### src/rtl/alsu_core.sv
// alsu_core -- registered 3-bit arithmetic / logic / shift unit.
//
// Stage 1 registers every control and data input. Stage 2 computes the
// selected operation from the stage-1 values and captures it into the
// 6-bit result register, so an input change reaches `out` two rising
// edges later.
//
// Parameters:
//   INPUT_PRIORITY  "A" | "B"   operand chosen when both bypass flags or
//                               both reduction flags are set
//   FULL_ADDER      "ON"|"OFF"  "ON" adds the registered carry-in
//
// Optional feature (compile-time macro ALSU_LED_WARN_EN):
//   defined   -> leds toggle 0000/FFFF every cycle an invalid command is held
//   undefined -> leds stay 0; out behaviour is identical
//
// Ports:
//   clk        rising-edge clock
//   rst        synchronous, active-low reset (clears all registers)
//   A, B       3-bit operands
//   opcode     3-bit operation select
//   cin        carry-in for addition
//   serial_in  bit shifted in by the shift operation
//   direction  shift/rotate direction, 1 = left, 0 = right
//   red_op_A   reduction on A for XOR/AND
//   red_op_B   reduction on B for XOR/AND
//   bypass_A   route A straight to out
//   bypass_B   route B straight to out
//   out        6-bit registered result
//   leds       16-bit invalid-command indicator
module alsu_core #(
  parameter string INPUT_PRIORITY = "A",
  parameter string FULL_ADDER     = "ON"
) (
  input  logic        clk,
  input  logic        rst,
  input  logic [2:0]  A,
  input  logic [2:0]  B,
  input  logic [2:0]  opcode,
  input  logic        cin,
  input  logic        serial_in,
  input  logic        direction,
  input  logic        red_op_A,
  input  logic        red_op_B,
  input  logic        bypass_A,
  input  logic        bypass_B,
  output logic [5:0]  out,
  output logic [15:0] leds
);

  localparam bit PRIO_A = (INPUT_PRIORITY == "A");
  localparam bit FA_ON  = (FULL_ADDER == "ON");

  localparam logic [2:0] OP_ADD = 3'b000;
  localparam logic [2:0] OP_XOR = 3'b001;
  localparam logic [2:0] OP_AND = 3'b010;
  localparam logic [2:0] OP_MUL = 3'b011;
  localparam logic [2:0] OP_SHF = 3'b100;
  localparam logic [2:0] OP_ROT = 3'b101;

  logic [2:0]  a_d, a_q, b_d, b_q, opcode_d, opcode_q;
  logic        cin_d, cin_q, serial_in_d, serial_in_q, direction_d, direction_q;
  logic        red_a_d, red_a_q, red_b_d, red_b_q;
  logic        byp_a_d, byp_a_q, byp_b_d, byp_b_q;
  logic [5:0]  out_d, out_q;
  logic [15:0] leds_d, leds_q;
  logic        invalid;
  logic        red_use_a;
  logic [2:0]  red_opnd;
  logic [5:0]  op_res;

  function automatic logic [5:0] add_f(input logic [2:0] a, input logic [2:0] b,
                                       input logic c);
    return {3'b000, a} + {3'b000, b} + {5'b00000, c};
  endfunction

  function automatic logic [5:0] mul_f(input logic [2:0] a, input logic [2:0] b);
    return {3'b000, a} * {3'b000, b};
  endfunction

  // ---- stage 1: input capture ----
  always_comb begin
    a_d         = A;
    b_d         = B;
    opcode_d    = opcode;
    cin_d       = cin;
    serial_in_d = serial_in;
    direction_d = direction;
    red_a_d     = red_op_A;
    red_b_d     = red_op_B;
    byp_a_d     = bypass_A;
    byp_b_d     = bypass_B;
  end

  always_ff @(posedge clk) begin
    if (!rst) begin
      a_q         <= '0;
      b_q         <= '0;
      opcode_q    <= '0;
      cin_q       <= 1'b0;
      serial_in_q <= 1'b0;
      direction_q <= 1'b0;
      red_a_q     <= 1'b0;
      red_b_q     <= 1'b0;
      byp_a_q     <= 1'b0;
      byp_b_q     <= 1'b0;
    end else begin
      a_q         <= a_d;
      b_q         <= b_d;
      opcode_q    <= opcode_d;
      cin_q       <= cin_d;
      serial_in_q <= serial_in_d;
      direction_q <= direction_d;
      red_a_q     <= red_a_d;
      red_b_q     <= red_b_d;
      byp_a_q     <= byp_a_d;
      byp_b_q     <= byp_b_d;
    end
  end

  // ---- stage 2: operation select and result capture ----
  always_comb begin
    invalid = (opcode_q[2:1] == 2'b11) ||
              ((red_a_q || red_b_q) && (opcode_q != OP_XOR) && (opcode_q != OP_AND));

    // Reduction operand: with both flags set the priority operand wins.
    red_use_a = (red_a_q && red_b_q) ? PRIO_A : red_a_q;
    red_opnd  = red_use_a ? a_q : b_q;

    op_res = '0;
    case (opcode_q)
      OP_ADD: op_res = add_f(a_q, b_q, FA_ON ? cin_q : 1'b0);
      OP_XOR: op_res = (red_a_q || red_b_q) ? {5'b00000, ^red_opnd} : {3'b000, a_q ^ b_q};
      OP_AND: op_res = (red_a_q || red_b_q) ? {5'b00000, &red_opnd} : {3'b000, a_q & b_q};
      OP_MUL: op_res = mul_f(a_q, b_q);
      OP_SHF: op_res = direction_q ? {out_q[4:0], serial_in_q} : {serial_in_q, out_q[5:1]};
      OP_ROT: op_res = direction_q ? {out_q[4:0], out_q[5]} : {out_q[0], out_q[5:1]};
      default: op_res = '0;
    endcase

    // Bypass overrides both the opcode result and the invalid clear.
    if (byp_a_q || byp_b_q) begin
      out_d = (byp_a_q && (!byp_b_q || PRIO_A)) ? {3'b000, a_q} : {3'b000, b_q};
    end else if (invalid) begin
      out_d = '0;
    end else begin
      out_d = op_res;
    end

`ifdef ALSU_LED_WARN_EN
    leds_d = invalid ? ~leds_q : 16'h0000;
`else
    leds_d = 16'h0000;
`endif
  end

  always_ff @(posedge clk) begin
    if (!rst) begin
      out_q  <= '0;
      leds_q <= '0;
    end else begin
      out_q  <= out_d;
      leds_q <= leds_d;
    end
  end

  assign out  = out_q;
  assign leds = leds_q;

endmodule

### config.mk
export PLATFORM = sky130hd
export DESIGN_NAME = alsu_core
export DESIGN_NICKNAME = d
export VERILOG_FILES = /design/src/rtl/alsu_core.sv
export SDC_FILE = /design/constraint.sdc
export NUM_CORES = 1
export LEC_CHECK = 0
export ABC_AREA = 1
export ABC_CLOCK_PERIOD_IN_PS = 3400
export CORE_UTILIZATION = 49
export CTS_CLUSTER_DIAMETER = 200
export CTS_CLUSTER_SIZE = 14
export DETAILED_ROUTE_END_ITERATION = 16
export PLACE_DENSITY = 0.8
export SYNTH_ARGS = -nofsm -noshare
export SYNTH_HDL_FRONTEND = slang
export SYNTH_SLANG_ARGS = --single-unit
### constraint.sdc
create_clock -name clk -period 3.4 [get_ports clk]
set_clock_uncertainty 0.05 [all_clocks]
set_input_delay 0.68 -clock clk [delete_from_list [all_inputs] [get_ports clk]]
set_output_delay 0.68 -clock clk [all_outputs]
set_load 0.01 [all_outputs]
==> impl_results.md, run 1 <==
* Status: finished with violations
* Failing checks: design-rule violations
* CP arrival at 2.64 ns
* Final ANT Viol Nets at 0
* CTS tree: done
* Horiz. Die Dim at ~58 um
* Layout area overhead at 16.99%
* Clock Path Buffers at 2
* Worst hold path type: reg2reg
* Pwr Density at between 300 and 400 mW/mm^2
* Final period util at between 70% and 80%
* Root Driver: clkbuf_4
* Post-Syn Area at between 0.0015 and 0.002 mm^2
* Ant diodes at 0
* Simple-Gate Fraction of Synth Area at approximately 29%
* Global placer's final weighted congestion at ~0.9
* Number of port buffers at 23
* Setup bufs post-CTS at 0
* Ys async rst share at 0%
* Sw frac at 26.53%
* Clock Pin Slew Worst Setup and Hold Paths at ~0.12 ns
* Via count of the first global-routing pass at between 1,000 and 1,500
* Combinational group share of total power at between 10% and 20%
* GRT Total Usage at 18.14%
* Dpl hpwl at 2269 um
* Leakage power total at ~1 nW
* Clock Sinks at 22
* Endpoint class of the critical path: flop
* Cells after synthesis at around 220
* Initial antenna violation count at 0
* FILL cells at roughly 280
* Non-filler cells, final at between 200 and 300
* Maxcap violations at 0
* Switching power at ~0.00016 W
* Final setup violating endpoints at 0
* Worst Path Required at around 3.6 ns
* Flop pwr share at 47.4%
* Largest family of logic cells by synthesized area: simple AND/OR/NAND/NOR gates
* DRC errors left at 1
* Routed vias at ~1,300
* Syn Area/Cell at roughly 7.0 um^2
* # resized after CTS at 0
* Total grt overflow at 0
* Fraction of synthesized cell area in xor and xnor cells at less than 1%
* Total die area at ~0.0034 mm^2
* Clk_lat worst skew at around 0.31 ns
* Initial DRT Pass Iterations at 13
* Setup_tns at 0 ns
* Drt via density at around 4.5
* Starting Density at roughly 54%
* Peak supply drop at between 0.0002 and 0.0003 V
* Max-slew violations at 0
* Final core utilization at about 63%
* Int Pwr at around 0.00045 W
* Ys flop type: dfxtp_1
* Die H at 58.04 um
* Hold Vio Cnt, Final at 0
* CP Launch Type: flop
* Post-synth EDFFs at 0
* RSZ-0062 raised after global routing: false
* Fmax achieved at roughly 0.4 GHz
* Synth Register Bits at 22
* Syn. warnings at 0
* Post-synth cell types at 29
* Min Tclk post-route at 2.473 ns
* CORE AREA at 0.002877 mm^2
* Post-synthesis mux area share at 0%
* Layout cells sized above 1 at a little under an eighth
* Total CTS buffers at 3
* First-pass GRT wire length at 4733 um
* Clk network pwr share at about 33%
* Worst Setup Path Type: reg2reg
* I/O pins at 40
* Share of synthesized cell area in full adder, half adder and majority cells at around an eighth
* CTS H-Tree Depth at 1
* Placed Instances at between 200 and 300
* Nets at approximately 280
* Largest net degree at the start of global routing at 21
* Hold_buf cts at 0
* FP Rows at 19
* Compound-Gate Fraction of Synth Area at a little under a tenth
* Critical-path maximum fanout at 6
* Initial DRC count at between 50 and 60
* Post-detailed-route wirelength per cell at between 9 and 10 um
* Sequential share of the synthesized area at between 20% and 30%
* Drt total wl at 2736 um
-- power by group through the flow --
| stage | clock network, W | logic [W] | registers, W |
|---|---|---|---|
| 6_report | 0.000198 | 0.000121 | 0.000288 |
| 5_1_grt | 0.000217 | 0.000137 | 0.000290 |
| 4_1_cts | 0.000204 | 0.000121 | 0.000287 |
| 3_5_place_dp | 0 | 0.000120 | 0.000293 |
| 3_3_place_gp | 0 | 0.000118 | 0.000293 |
| 2_1_floorplan | 0 | 0.0000932 | 0.000291 |
-- cells in the mapped netlist (2+ instances only) --
cell type  count  area share (%)
a21oi_1        4             1.3
nor2_4         2             1.5
inv_1         34             8.3
fa_1           4             5.2
o2111ai_1      3             1.7
nand2_1       64              16
or2_2          2            0.81
nand3_2        2             1.3
o21ai_0        4             1.3
nor2_1        12             2.9
buf_4         17             8.3
ha_1           9             7.3
nand2_2        3             1.2
inv_2          8             2.0
dfxtp_1       22              29
o211ai_1       4             2.0
nand4_1        2            0.81
o21ai_2        2             1.1
nand3_1       10             3.3
buf_2          2            0.65
a31oi_1        2            0.81
nor2_2         2            0.81
-- critical path, cell delays in order (launching register included) --
cell	delay [ns]
dfxtp_1	0.47
ha_1	0.20
inv_1	0.08
fa_1	0.50
inv_1	0.04
ha_1	0.21
fa_1	0.39
or2_2	0.30
nand3_1	0.08
a21oi_1	0.05
-- metrics by stage --
step	worst slack, ns	instance area [um^2]	hold WS (ns)	power [W]
3_3_place_gp	1.001	1748	0.5330	0.0004109
4_1_cts	0.9150	1800	0.5536	0.0006118
6_report	0.9274	1800	0.5502	0.0006066
2_1_floorplan	1.056	1595	0.5059	0.0003838
3_5_place_dp	0.9358	1748	0.5389	0.0004135
5_1_grt	0.7815	1800	0.5879	0.0006439
-- layout by cell type (no fill, tap or decap), types with 8 or more instances in the layout --
master            n
inv_2             8
dfxtp_1          22
nand2_1          64
conb_1           16
ha_1              9
nand3_1          10
inv_1            34
clkdlybuf4s50_1  23
nor2_1           12
-- kinds of logic (layout without fill, tap and decap cells) --
| kind of cell | count (synthesis) | in the layout |
|---|---|---|
| AND/OR/NAND/NOR | 101 | 101 |
| buffers and inverters | 62 | 71 |
| flip-flops | 22 | 22 |
| AO/OA/AOI/OAI | 21 | 21 |
| adder cells (fa/ha/maj) | 13 | 13 |
| other | 1 | 16 |
| XOR/XNOR | 1 | 1 |
-- path summary, 6_finish.rpt --
| path | slack [ns] | depth (start not counted) | endpoint | start |
|---|---|---|---|---|
| min | 0.55 | 2 | out[5] | serial_in_q |
| max reg2reg | 0.93 | 9 | out[4] | a_q[1] |
| min reg2reg | 0.55 | 2 | out[5] | serial_in_q |
| max | 0.93 | 9 | out[4] | a_q[1] |
-- layout make-up --
type	count	area [um^2]	area share [%]
clock buffer	3	22.52	1.251
clock inverter	1	30.03	1.668
inverter	43	163.9	9.104
multi-input combinational	152	853.3	47.39
sequential	22	440.4	24.46
tap	42	52.55	2.919
timing repair buffer	24	237.7	13.20
-- routing by layer --
layer	GRT usage, %	share of wire, %	vias up
met3	5.134	4.3	6
met1	21.38	44	567
met4	4.082	1.1	0
li1	-	-	696
met5	0	0	-
met2	32.51	50	34
-- flip-flops by register name (all words and copies together) (netlist names), 3 cells and up --
name,count
out,6
a_q,3
b_q,3
opcode_q,3
Note: power is estimated with default switching activity, not from simulation.
==> run 2: changes to the inputs <==
ABC_CLOCK_PERIOD_IN_PS = 2200   (was 3400)
CORE_UTILIZATION = 44   (was 49)
PLACE_DENSITY = 0.76   (was 0.8)
clock period = 2.2 ns   (was 3.4 ns; I/O delays follow)
==> run 2 against run 1 <==
The run now ends clean. Global-route usage fell by 0.50 points. Design area up 5.4%. Cell count is 4.5% higher. Sequential share of layout area fell by 0.99 points. Wire length is 2.3% higher. Largest cell class unchanged. Highest routed layer unchanged.
==> impl_results.md, run 2 (synthesis gave the netlist of run 1 again) <==
* Status: complete, no violations
* I/O pins at 40
* Reg area at 445.4 um^2
* Ant diodes at 0
* Drt via density at about 4.4
* Horiz. Die Dim at a little over 60 um
* Fmax achieved at between 0.4 and 0.5 GHz
* Switching power at 0.0002528 W
* Final ANT Viol Nets at 0
* Final period util at between 90 and 100%
* Total CTS buffers at 3
* Global placer's final weighted congestion at 0.8650
* Sw frac at 26.58%
* First-pass GRT wire length at 4899 um
* Most frequent cells in the layout: nand2_1, inv_1, clkdlybuf4s50_1
* Clock Sinks at 22
* Leakage power total at between 1 and 1.5 nW
* Starting Density at between 40% and 50%
* CP Launch Type: flop
* Drt total wl at between 2000 and 3000 um
* Int Pwr at approximately 0.00070 W
* CTS H-Tree Depth at 1
* FILL cells at 331
* CP arrival at ~2.3 ns
* Die H at 61.14 um
* Min Tclk post-route at between 2 and 2.5 ns
* Final setup violating endpoints at 0
* Nets at around 290
* Combinational group share of total power at between 20 and 25%
* Root Driver: clkbuf_4
* RSZ-0062 raised after global routing: false
* Most common cell after layout, fill and taps aside: nand2_1
* Initial DRT Pass Iterations at 4
* CTS tree: done
* Clk network pwr share at between 30% and 40%
* Footprint of the multi-input gates at 873.3 um^2
* Setup_tns at 0 ns
* CORE AREA at 0.003337 mm^2
* Routed vias at approximately 1,300
* Dpl hpwl at 2312 um
* Largest net degree at the start of global routing at 20
* Clock Path Buffers at 2
* Clk_lat worst skew at approximately 0.31 ns
* FP Rows at 21
* Worst hold path type: reg2reg
* Initial antenna violation count at 0
* DRC errors left at 0
* Via count of the first global-routing pass at between 1,000 and 1,500
* Maxcap violations at 0
* Clock Pin Slew Worst Setup and Hold Paths at 0.12 ns
* Worst Path Required at roughly 2.4 ns
* Pwr Density at 501.0 mW/mm^2
* Post-detailed-route wirelength per cell at 9.330 um
* Endpoint class of the critical path: flop
* Worst-case hold slack at around 0.55 ns
* Hold Vio Cnt, Final at 0
* Final core utilization at between 50% and 60%
* Flop pwr share at a little under half
* Critical-path maximum fanout at 2
* Initial DRC count at 61
* Total die area at 0.003738 mm^2
* Layout area overhead at 23.33%
* Max-slew violations at 0
* Largest register FFs at 6
* Peak supply drop at ~0.00032 V
* Number of port buffers at 23
* Layout cells sized above 1 at between 10% and 20%
* Total grt overflow at 0
* GRT Total Usage at 17.64%
* Worst Setup Path Type: reg2reg
## run 2: per-stage QoR
step	power (W)	std cells	instance area [um^2]	worst slack (ns)
after floorplan	0.0005937	236	1608	0.008164
after global placement	0.0006445	294	1818	0.02656
after detailed placement	0.0006477	294	1818	0.0006839
after CTS	0.0009592	298	1881	0.01707
after global routing	0.001015	300	1898	0.009464
final	0.0009510	300	1898	0.09403
## run 2: power groups by stage
stage                     clock network [W]  logic, W  registers, W
after floorplan                           0  0.000145      0.000449
after global placement                    0  0.000199      0.000446
after detailed placement                  0  0.000202      0.000446
after CTS                          0.000317  0.000204      0.000438
after global routing               0.000339  0.000236      0.000441
final                              0.000308  0.000205      0.000438
## run 2: path summary, 6_finish.rpt
path               start     end  slack [ns]  depth (start not counted)
min          serial_in_q  out[5]        0.55                          2
min reg2reg  serial_in_q  out[5]        0.55                          2
max               b_q[1]  out[4]        0.09                          9
max reg2reg       b_q[1]  out[4]        0.09                          9
## run 2: what timing repair did
action | 4_1_cts | 5_1_grt
setup endpoints to repair | 1 | 1
resized for setup | 1 | 1
hold buffers | 0 | 0
buffers inserted | 0 | 2
pin swaps | 0 | 4
## run 2: cell type report
class | count | area share [%]
Clock buffer | 3 | 1.187
Tap cell | 46 | 3.032
Sequential cell | 22 | 23.47
Timing Repair Buffer | 33 | 16.08
Clock inverter | 1 | 1.582
Inverter | 43 | 8.635
Multi-Input combinational cell | 152 | 46.01
## run 2: routing by layer
metal  GRT usage [%]  routed length (um)
met1           21.42                1248
met2           31.06                1412
met3           3.782                 114
met4           5.519                  23
met5               0                   0
## run 2: critical path: stages, from the launching register on
cell and delay [ns]:
dfxtp_2 0.37, ha_4 0.14, inv_2 0.04, fa_1 0.47
inv_1 0.04, ha_2 0.19, fa_2 0.36, or2_4 0.23
nand3_1 0.08, a21oi_1 0.06
